===== src/rtl/alu_seq.sv =====
// alu_seq: multi-cycle LC-3b ALU; add/and/not/pass in one cycle, sll/srl/sra iterate SHIFT_STEP bits per cycle.
// Latency: 1 cycle (single-cycle ops, zero-amount shifts), 1+ceil(n/SHIFT_STEP) for shifts, WIDTH+1 for mul.
// Backpressure: no queueing; start_i is sampled only while busy_o=0 and is dropped while busy_o=1.
//
// Optional feature macro: ALU_MUL_EN. When defined, aluop 111 runs an unsigned shift-add multiply
// (one multiplier bit per cycle). When undefined, aluop 111 is illegal: f_o=0, err_o=1, done_o at T+1.
//
// Ports:
//   clk_i    clock, all state updates on posedge
//   reset_i  synchronous active-high reset; aborts any op in flight without a done pulse
//   start_i  launch an op (ignored while busy_o=1)
//   aluop_i  000 add, 001 and, 010 not, 011 pass, 100 sll, 101 srl, 110 sra, 111 mul
//   a_i      operand A (shifted value / multiplicand)
//   b_i      operand B (shift amount taken from its low $clog2(WIDTH) bits / multiplier)
//   busy_o   multi-cycle op in flight
//   done_o   one-cycle pulse; f_o and err_o valid from this cycle
//   f_o      registered result, held until the next done
//   err_o    set with done for an illegal op, cleared at the next accepted start
module alu_seq #(
    parameter int WIDTH      = 16,
    parameter int SHIFT_STEP = 1
) (
    input  logic             clk_i,
    input  logic             reset_i,
    input  logic             start_i,
    input  logic [2:0]       aluop_i,
    input  logic [WIDTH-1:0] a_i,
    input  logic [WIDTH-1:0] b_i,
    output logic             busy_o,
    output logic             done_o,
    output logic [WIDTH-1:0] f_o,
    output logic             err_o
);
    localparam int SW = $clog2(WIDTH);
    // One extra bit so SHIFT_STEP == WIDTH is representable in the comparison below.
    localparam logic [SW:0] STEP_W = SHIFT_STEP[SW:0];

    localparam logic [2:0] OP_ADD  = 3'b000;
    localparam logic [2:0] OP_AND  = 3'b001;
    localparam logic [2:0] OP_NOT  = 3'b010;
    localparam logic [2:0] OP_SLL  = 3'b100;
    localparam logic [2:0] OP_SRL  = 3'b101;
    localparam logic [2:0] OP_SRA  = 3'b110;
    localparam logic [2:0] OP_MUL  = 3'b111;

`ifdef ALU_MUL_EN
    typedef enum logic [1:0] {S_IDLE, S_SHIFT, S_MUL} state_e;
`else
    typedef enum logic [1:0] {S_IDLE, S_SHIFT} state_e;
`endif

    state_e           state_q;
    logic [2:0]       op_q;
    logic [WIDTH-1:0] acc_q, acc_d;     // value being shifted (also the multiplicand)
    logic [SW-1:0]    cnt_q, cnt_d;     // remaining shift amount / remaining mul steps
    logic             busy_q, done_q, err_q;
    logic [WIDTH-1:0] f_q;
    logic [WIDTH-1:0] quick_d;
    logic [SW-1:0]    amt;
    logic [SW-1:0]    step_k;

`ifdef ALU_MUL_EN
    logic [WIDTH-1:0] mplier_q;
    logic [WIDTH-1:0] prod_q, prod_d;
    assign prod_d = prod_q + (mplier_q[0] ? acc_q : '0);
`endif

    assign amt = b_i[SW-1:0];

    // Bits shifted this cycle: min(remaining, SHIFT_STEP).
    assign step_k = ({1'b0, cnt_q} < STEP_W) ? cnt_q : STEP_W[SW-1:0];
    assign cnt_d  = cnt_q - step_k;

    always_comb begin
        acc_d = acc_q;
        case (op_q)
            OP_SLL:  acc_d = acc_q << step_k;
            OP_SRL:  acc_d = acc_q >> step_k;
            OP_SRA:  acc_d = $signed(acc_q) >>> step_k;
            default: acc_d = acc_q;
        endcase
    end

    // Result of ops that finish in the accept cycle; zero-amount shifts pass A through.
    always_comb begin
        quick_d = a_i;
        case (aluop_i)
            OP_ADD:  quick_d = a_i + b_i;
            OP_AND:  quick_d = a_i & b_i;
            OP_NOT:  quick_d = ~a_i;
            default: quick_d = a_i;
        endcase
    end

    always_ff @(posedge clk_i) begin
        if (reset_i) begin
            state_q  <= S_IDLE;
            op_q     <= '0;
            acc_q    <= '0;
            cnt_q    <= '0;
            busy_q   <= 1'b0;
            done_q   <= 1'b0;
            err_q    <= 1'b0;
            f_q      <= '0;
`ifdef ALU_MUL_EN
            mplier_q <= '0;
            prod_q   <= '0;
`endif
        end else begin
            done_q <= 1'b0;
            case (state_q)
                S_IDLE: begin
                    if (start_i) begin
                        op_q  <= aluop_i;
                        acc_q <= a_i;
                        cnt_q <= amt;
                        err_q <= 1'b0;
                        if (aluop_i == OP_MUL) begin
`ifdef ALU_MUL_EN
                            mplier_q <= b_i;
                            prod_q   <= '0;
                            cnt_q    <= '1;     // WIDTH steps: counts WIDTH-1 down to 0
                            busy_q   <= 1'b1;
                            state_q  <= S_MUL;
`else
                            f_q    <= '0;
                            err_q  <= 1'b1;
                            done_q <= 1'b1;
`endif
                        end else if (aluop_i[2] && (amt != '0)) begin
                            busy_q  <= 1'b1;
                            state_q <= S_SHIFT;
                        end else begin
                            f_q    <= quick_d;
                            done_q <= 1'b1;
                        end
                    end
                end
                S_SHIFT: begin
                    acc_q <= acc_d;
                    cnt_q <= cnt_d;
                    if (cnt_d == '0) begin
                        f_q     <= acc_d;
                        done_q  <= 1'b1;
                        busy_q  <= 1'b0;
                        state_q <= S_IDLE;
                    end
                end
`ifdef ALU_MUL_EN
                S_MUL: begin
                    acc_q    <= acc_q << 1;
                    mplier_q <= mplier_q >> 1;
                    prod_q   <= prod_d;
                    cnt_q    <= cnt_q - 1'b1;
                    if (cnt_q == '0) begin
                        f_q     <= prod_d;
                        done_q  <= 1'b1;
                        busy_q  <= 1'b0;
                        state_q <= S_IDLE;
                    end
                end
`endif
                default: state_q <= S_IDLE;
            endcase
        end
    end

    assign busy_o = busy_q;
    assign done_o = done_q;
    assign f_o    = f_q;
    assign err_o  = err_q;

endmodule


===== config.mk =====
export PLATFORM = sky130hd
export DESIGN_NAME = alu_seq
export DESIGN_NICKNAME = d
export VERILOG_FILES = /design/src/rtl/alu_seq.sv
export SDC_FILE = /design/constraint.sdc
export NUM_CORES = 1
export LEC_CHECK = 0
export CORE_MARGIN = 2
export CORE_UTILIZATION = 56
export CTS_CLUSTER_DIAMETER = 80
export DETAILED_ROUTE_END_ITERATION = 7
export MAX_ROUTING_LAYER = met4
export PLACE_DENSITY_LB_ADDON = 0.3
export SYNTH_ARGS = -nofsm -noshare
export SYNTH_HDL_FRONTEND = slang
export SYNTH_SLANG_ARGS = --single-unit

===== constraint.sdc =====
create_clock -name clk_i -period 2.3 [get_ports clk_i]
set_input_delay 0.46 -clock clk_i [delete_from_list [all_inputs] [get_ports clk_i]]
set_output_delay 0.46 -clock clk_i [all_outputs]
set_load 0.02 [all_outputs]

# Word level (Yosys, flattened, before mapping)

Cells that the tools add are included.

Flip-flop bits (word level): 44
Bits of input ports: 38
Output and inout port bits: 19
Word-level logic and storage cells: 67

$add $sub $neg: 2
Order comparisons: 1
Equality and inequality tests: 12
Shift operators: 3
Multiplexer cells: 28
Bitwise gates (word level): 2
Reduce and logical (&&, ||, !) cells: 11

Operator list:

| operator                                           | count |
|---|---|
| one-hot mux 16 bit (3 select lines)                | 2 |
| two-way mux 16 bit                                 | 5 |
| one-hot mux 16 bit (2 select lines)                | 2 |
| adder 16 bit                                       | 1 |
| AND 16 bit                                         | 1 |
| NOT 16 bit                                         | 1 |
| left shift 16 x 4 -> 16 bit                        | 1 |
| >> shifter 16 x 4 -> 16 bit                        | 1 |
| >>> shifter 16 x 4 -> 16 bit                       | 1 |
| == test 3 bit, second input constant               | 4 |
| two-way mux 1 bit                                  | 9 |
| two-way mux 2 bit                                  | 4 |
| two-way mux 4 bit                                  | 2 |
| != test 2 bit, second input constant               | 4 |
| one-hot mux 4 bit (2 select lines)                 | 1 |
| AND reduction 4 bit                                | 2 |
| AND reduction 5 bit                                | 1 |
| zero test 4 bit                                    | 1 |
| < comparator 4 x 1 -> 1 bit, second input constant | 1 |
| one-hot mux 1 bit (2 select lines)                 | 2 |
| one-hot mux 2 bit (2 select lines)                 | 1 |
| AND reduction 2 bit                                | 2 |
| nonzero test 4 bit                                 | 1 |
| subtractor 4 bit                                   | 1 |
| 8 further kinds                                    | 8 |

# Logic depth before layout (Yosys ltp)

Word-level depth: 6
Mapped depth: 11
Depth with buffers taken out: 9

# Worst setup path before layout

OpenSTA, ideal clock, no wires.

Path type: in2reg
Start point: input port a_i[4]
End point: register f_q[15], in the netlist f_o[15]
Library setup time: 96 ps
Data arrival time: 2022 ps
Data required time: 2204 ps
Path slack: 183 ps
Cell stages on the path: 6
Path buffers: 0
Path through: ha_1 > nand2_1 > or4_4 > a31o_1 > and3b_1 > o41ai_2

Cells in the longest elaborated chain, start to end: 6

RTL lines:

| item                                | RTL line | source |
|---|---|---|
| start: declaration                  | 27       | `input logic [WIDTH-1:0] a_i,` |
| adder 16 bit                        | 88       | `OP_ADD: quick_d = a_i + b_i;` |
| one-hot mux 16 bit (3 select lines) | 87       | `case (aluop_i)` |
| two-way mux 16 bit                  | 130      | `end else if (aluop_i[2] && (amt != '0)) begin` |
| two-way mux 16 bit                  | 118      | `if (aluop_i == OP_MUL) begin` |
| two-way mux 16 bit                  | 113      | `if (start_i) begin` |
| one-hot mux 16 bit (2 select lines) | 111      | `case (state_q)` |
| end signal: assignment              | 134      | `f_q <= quick_d;` |
| end: declaration                    | 57       | `logic [WIDTH-1:0] f_q;` |

No other way between the ends. The select of a mux whose other input is x is not followed.
A chain may end at the register's enable or synchronous reset.

# Worst setup path in the final report

Start point: input port a_i[14]
End point: register f_q[15], in the netlist f_o[15]

The elaborated chain is that of the path after synthesis.

==> impl_results.md <==
* Outcome: complete, no violations
* Share of synthesized flip-flops with an asynchronous set or reset at 0%
* FP Rows at 31
* Fin area at 5588 µm²
* Overall global routing resource usage at 39.20%
* Register-to-register path setup slack at 0.06 ns
* Pin count of the biggest net entering global routing at 30
* Detail Placement HPWL at 11.24 mm
* R2r startpoint: cnt_q[0]$_SDFFE_PP0P_
* Vias per cell at 6.585
* Critical Path Stages at 7
* Layout Skew at 0.005571 ns
* Antenna-violating nets left at 0
* Root Buffer: clkbuf_8
* Worst-margin pin slew at 0.6802 ns
* Synthesis Warnings at 0
* Final Hold Violating Endpoints at 0
* First-pass GRT wire length at 23.34 mm
* Fraction of layout cells with a size suffix above 1 at 24.44%
* Crit-path max FO at 5
* Via count at 5044
* Worst-Skew Late Latency at 0.31 ns
* Crit path capture: f_o[15]$_SDFFE_PP0P_
* Final period util at 99.45%
* Setup CP Type: input pin to register
* Crit path max-delay cell type: clkdlybuf4s50_1
* Crit path DAT at 2.50 ns
* Max clock buf depth at 2
* Worst ir drop on vdd at 0.2810 mV
* Reg2reg path depth at 9
* Die area at 7980 µm²
* Area Growth Syn to Fin at 37.04%
* Power Dens Cells at 477.9 nW/µm²
* Nets at 723
* CP startpoint: a_i[14]
* Synthesized Nets at 593
* Hold buffers post-CTS at 0
* Synth unique cells at 71
* WL per Instance at 19.72 µm
* Final WL at 15.11 mm
* Initial DRC Count at 593
* WP buf/inv at 1
* Syn Std Cell Area at 4078 µm²
* EDFF count, synth at 0
* Seq/Total Area, Yosys at 20.62%
* Worst Hold Class: register to register
* Mapped Cells at 536
* Synth Register Bits at 42
* Required @ worst endpoint at 2.52 ns
* Clock buffer count from CTS at 5
* Delay-heaviest family, CP: simple AND/OR/NAND/NOR gates
* Ant. Diodes at 0
* Slew HR at 54.35%
* Reg clk slew, reported paths at 0.10 ns
* GRT Residual Overflow at 0
* P_leak at 0.002301 µW
* Main flop type after synthesis: dfxtp_1
* Synth top area cells: dfxtp_1 (21%), mux2i_1 (6.1%), ha_1 (5.5%), a21oi_1 (4.9%), nor2_1 (4.6%)
* Total power at 2670 µW
* DRC viols at 0
* Crit-path cells: clkdlybuf4s50_1 -> ha_1 -> nand3_1 -> or2_2 -> a31o_1 -> and3b_1 -> o41ai_2
* CP max stage delay at 0.56 ns
* Chip height at 89.33 µm
* Final setup fails at 0
* Crit path time final at 2.287 ns
* Yosys top cell area share at 20.62%
* Vias in the first global route at 4724
* Reg2reg end: f_o[7]$_SDFFE_PP0P_
* Max cap viols at 0
* Critical path launch point type: input pin
* DIE WIDTH at 89.33 µm
* Critical path endpoint category: register
* H-Tree Level Count at 2
* Clock Sinks at 42
* Io pins at 57
* RSZ-0062 raised after global routing: true
* Final slew viol count at 0
* Initial cell density of the core at 57.14%
* Final GP Congestion at 1.029
* TritonCTS clock tree: yes
* Core area at 7137 µm²
* Post-Syn Area per Cell at 7.608 µm²
* Drt pass-1 iters at 6
* Achievable Freq at 437.2 MHz
* Port bufs at 56
* Post-synth top area cell: dfxtp_1
* Antenna violations before repair at 0
* Placed cell area at 5378 µm²
-- logic make-up (layout without fill, tap and decap cells) --
kind of cell | Yosys count | after routing | share of synthesized area, %
and+or+nand+nor | 186 | 186 | 22.86
AOI/OAI and AO/OA | 193 | 193 | 33.63
adders and majority gates | 20 | 20 | 6.260
xor gates and xnor gates | 4 | 4 | 0.8593
muxes | 39 | 39 | 10.00
buffers and inverters | 52 | 183 | 5.769
DFF | 42 | 42 | 20.62
-- worst min-delay path by stage --
stage	start	end	slack (ns)	cells past startpoint
global route	err_o$_SDFFE_PP0P_	err_o$_SDFFE_PP0P_	0.48	2
detailed placement	err_o$_SDFFE_PP0P_	err_o$_SDFFE_PP0P_	0.45	2
global placement	err_o$_SDFFE_PP0P_	err_o$_SDFFE_PP0P_	0.44	2
floorplan	acc_q[11]$_SDFFE_PP0P_	acc_q[11]$_SDFFE_PP0P_	0.49	2
CTS	err_o$_SDFFE_PP0P_	err_o$_SDFFE_PP0P_	0.47	2
finish	f_o[0]$_SDFFE_PP0P_	f_o[0]$_SDFFE_PP0P_	0.47	2
-- flip-flops by register name, indices dropped and copies added, names as in the netlist --
register  flops
busy_o        1
f_o          16
done_o        1
err_o         1
op_q          3
cnt_q         4
acc_q        16
-- power by group --
| part | internal, µW | leakage (µW) | switching (µW) | total, µW |
|---|---|---|---|---|
| Clock | 214 | 0.0000441 | 305 | 519 |
| Combinational | 603 | 0.00191 | 666 | 1270 |
| Sequential | 803 | 0.000347 | 79.0 | 882 |
-- per-stage QoR --
| stage | utilization (%) | setup slack (ns) | hold slack [ns] | TNS, ns | std cells |
|---|---|---|---|---|---|
| 2_1_floorplan | - | 0.1825 | 0.4948 | 0 | 536 |
| 3_3_place_gp | 75.35 | -0.4565 | 0.4445 | -4.767 | 754 |
| 3_5_place_dp | 75.35 | -0.5698 | 0.4517 | -5.698 | 754 |
| 4_1_cts | 77.51 | 0.01212 | 0.4732 | 0 | 764 |
| 5_1_grt | 78.30 | -0.03679 | 0.4847 | -0.1024 | 766 |
| 6_report | 78.30 | 0.01276 | 0.4688 | 0 | 766 |
-- cells in the final DEF (no fill, tap or decap), drive strengths merged, types with 5 or more instances in the layout --
cell type and n:
buf 109, nor2 51, nand2 44, dfxtp 42, clkdlybuf4s50 41, a21oi 40
o21ai 37, mux2i 25, nor2b 18, ha 18, nand3 15, a211oi 15
nor3 14, mux2 14, dlygate4sd2 10, o221ai 10, nor4 8, inv 7
o31ai 7, nand2b 7, a311oi 7, a21o 7, o221a 7, nand4 6
o22a 6, o21a 6, a31oi 6, o21bai 6, and3 6, o211ai 5
a41oi 5, clkbuf 5, dlymetal6s2s 5, clkinv 5
-- layout make-up --
class	count	area (µm²)
Multi-Input combinational cell	442	3092
Fill cell	518	1549
Timing Repair Buffer	165	1404
Sequential cell	42	840.8
Tap cell	99	123.9
Clock buffer	5	68.82
Inverter	10	37.54
Clock inverter	3	21.27
-- cell usage after synthesis (7+ instances only) --
library cell and count:
mux2i_1 25, buf_2 14, mux2_2 14, dfxtp_1 42
o21ai_0 35, o221ai_1 8, a311oi_1 7, ha_1 18
nand3_1 15, a211oi_1 15, nand2b_1 7, nand2_1 43
clkbuf_1 22, nor2_1 50, a21o_1 7, nor2b_1 18
nor3_1 14, inv_1 7, a21oi_1 40, o31ai_1 7
nor4_1 7
-- worst register-to-register path, stage by stage (launching register included) --
cell	delay [ns]
dfxtp_1	0.38
or2_2	0.35
inv_1	0.06
ha_1	0.17
xnor2_1	0.15
nand4_1	0.29
nand2_1	0.24
buf_12	0.18
mux2i_1	0.21
o211ai_1	0.09
-- timing repair --
| item | in CTS | in global routing |
|---|---|---|
| endpoints found under the setup margin | 9 | 11 |
| gates cloned | 0 | 0 |
| gates resized for setup | 19 | 10 |
| pin swaps | 2 | 5 |
| hold endpoints to repair | 0 | 0 |
| buffers inserted | 2 | 2 |
-- metal layers --
| metal | wire (µm) | GRT usage, % | vias to the layer above |
|---|---|---|---|
| met3 | 1479 | 6.002 | 72 |
| li1 | - | - | 2310 |
| met4 | 700 | 18.59 | 0 |
| met2 | 7065 | 62.83 | 342 |
| met1 | 5861 | 48.16 | 2320 |
| met5 | 0 | - | - |
Note: power is estimated with default switching activity, not from simulation.
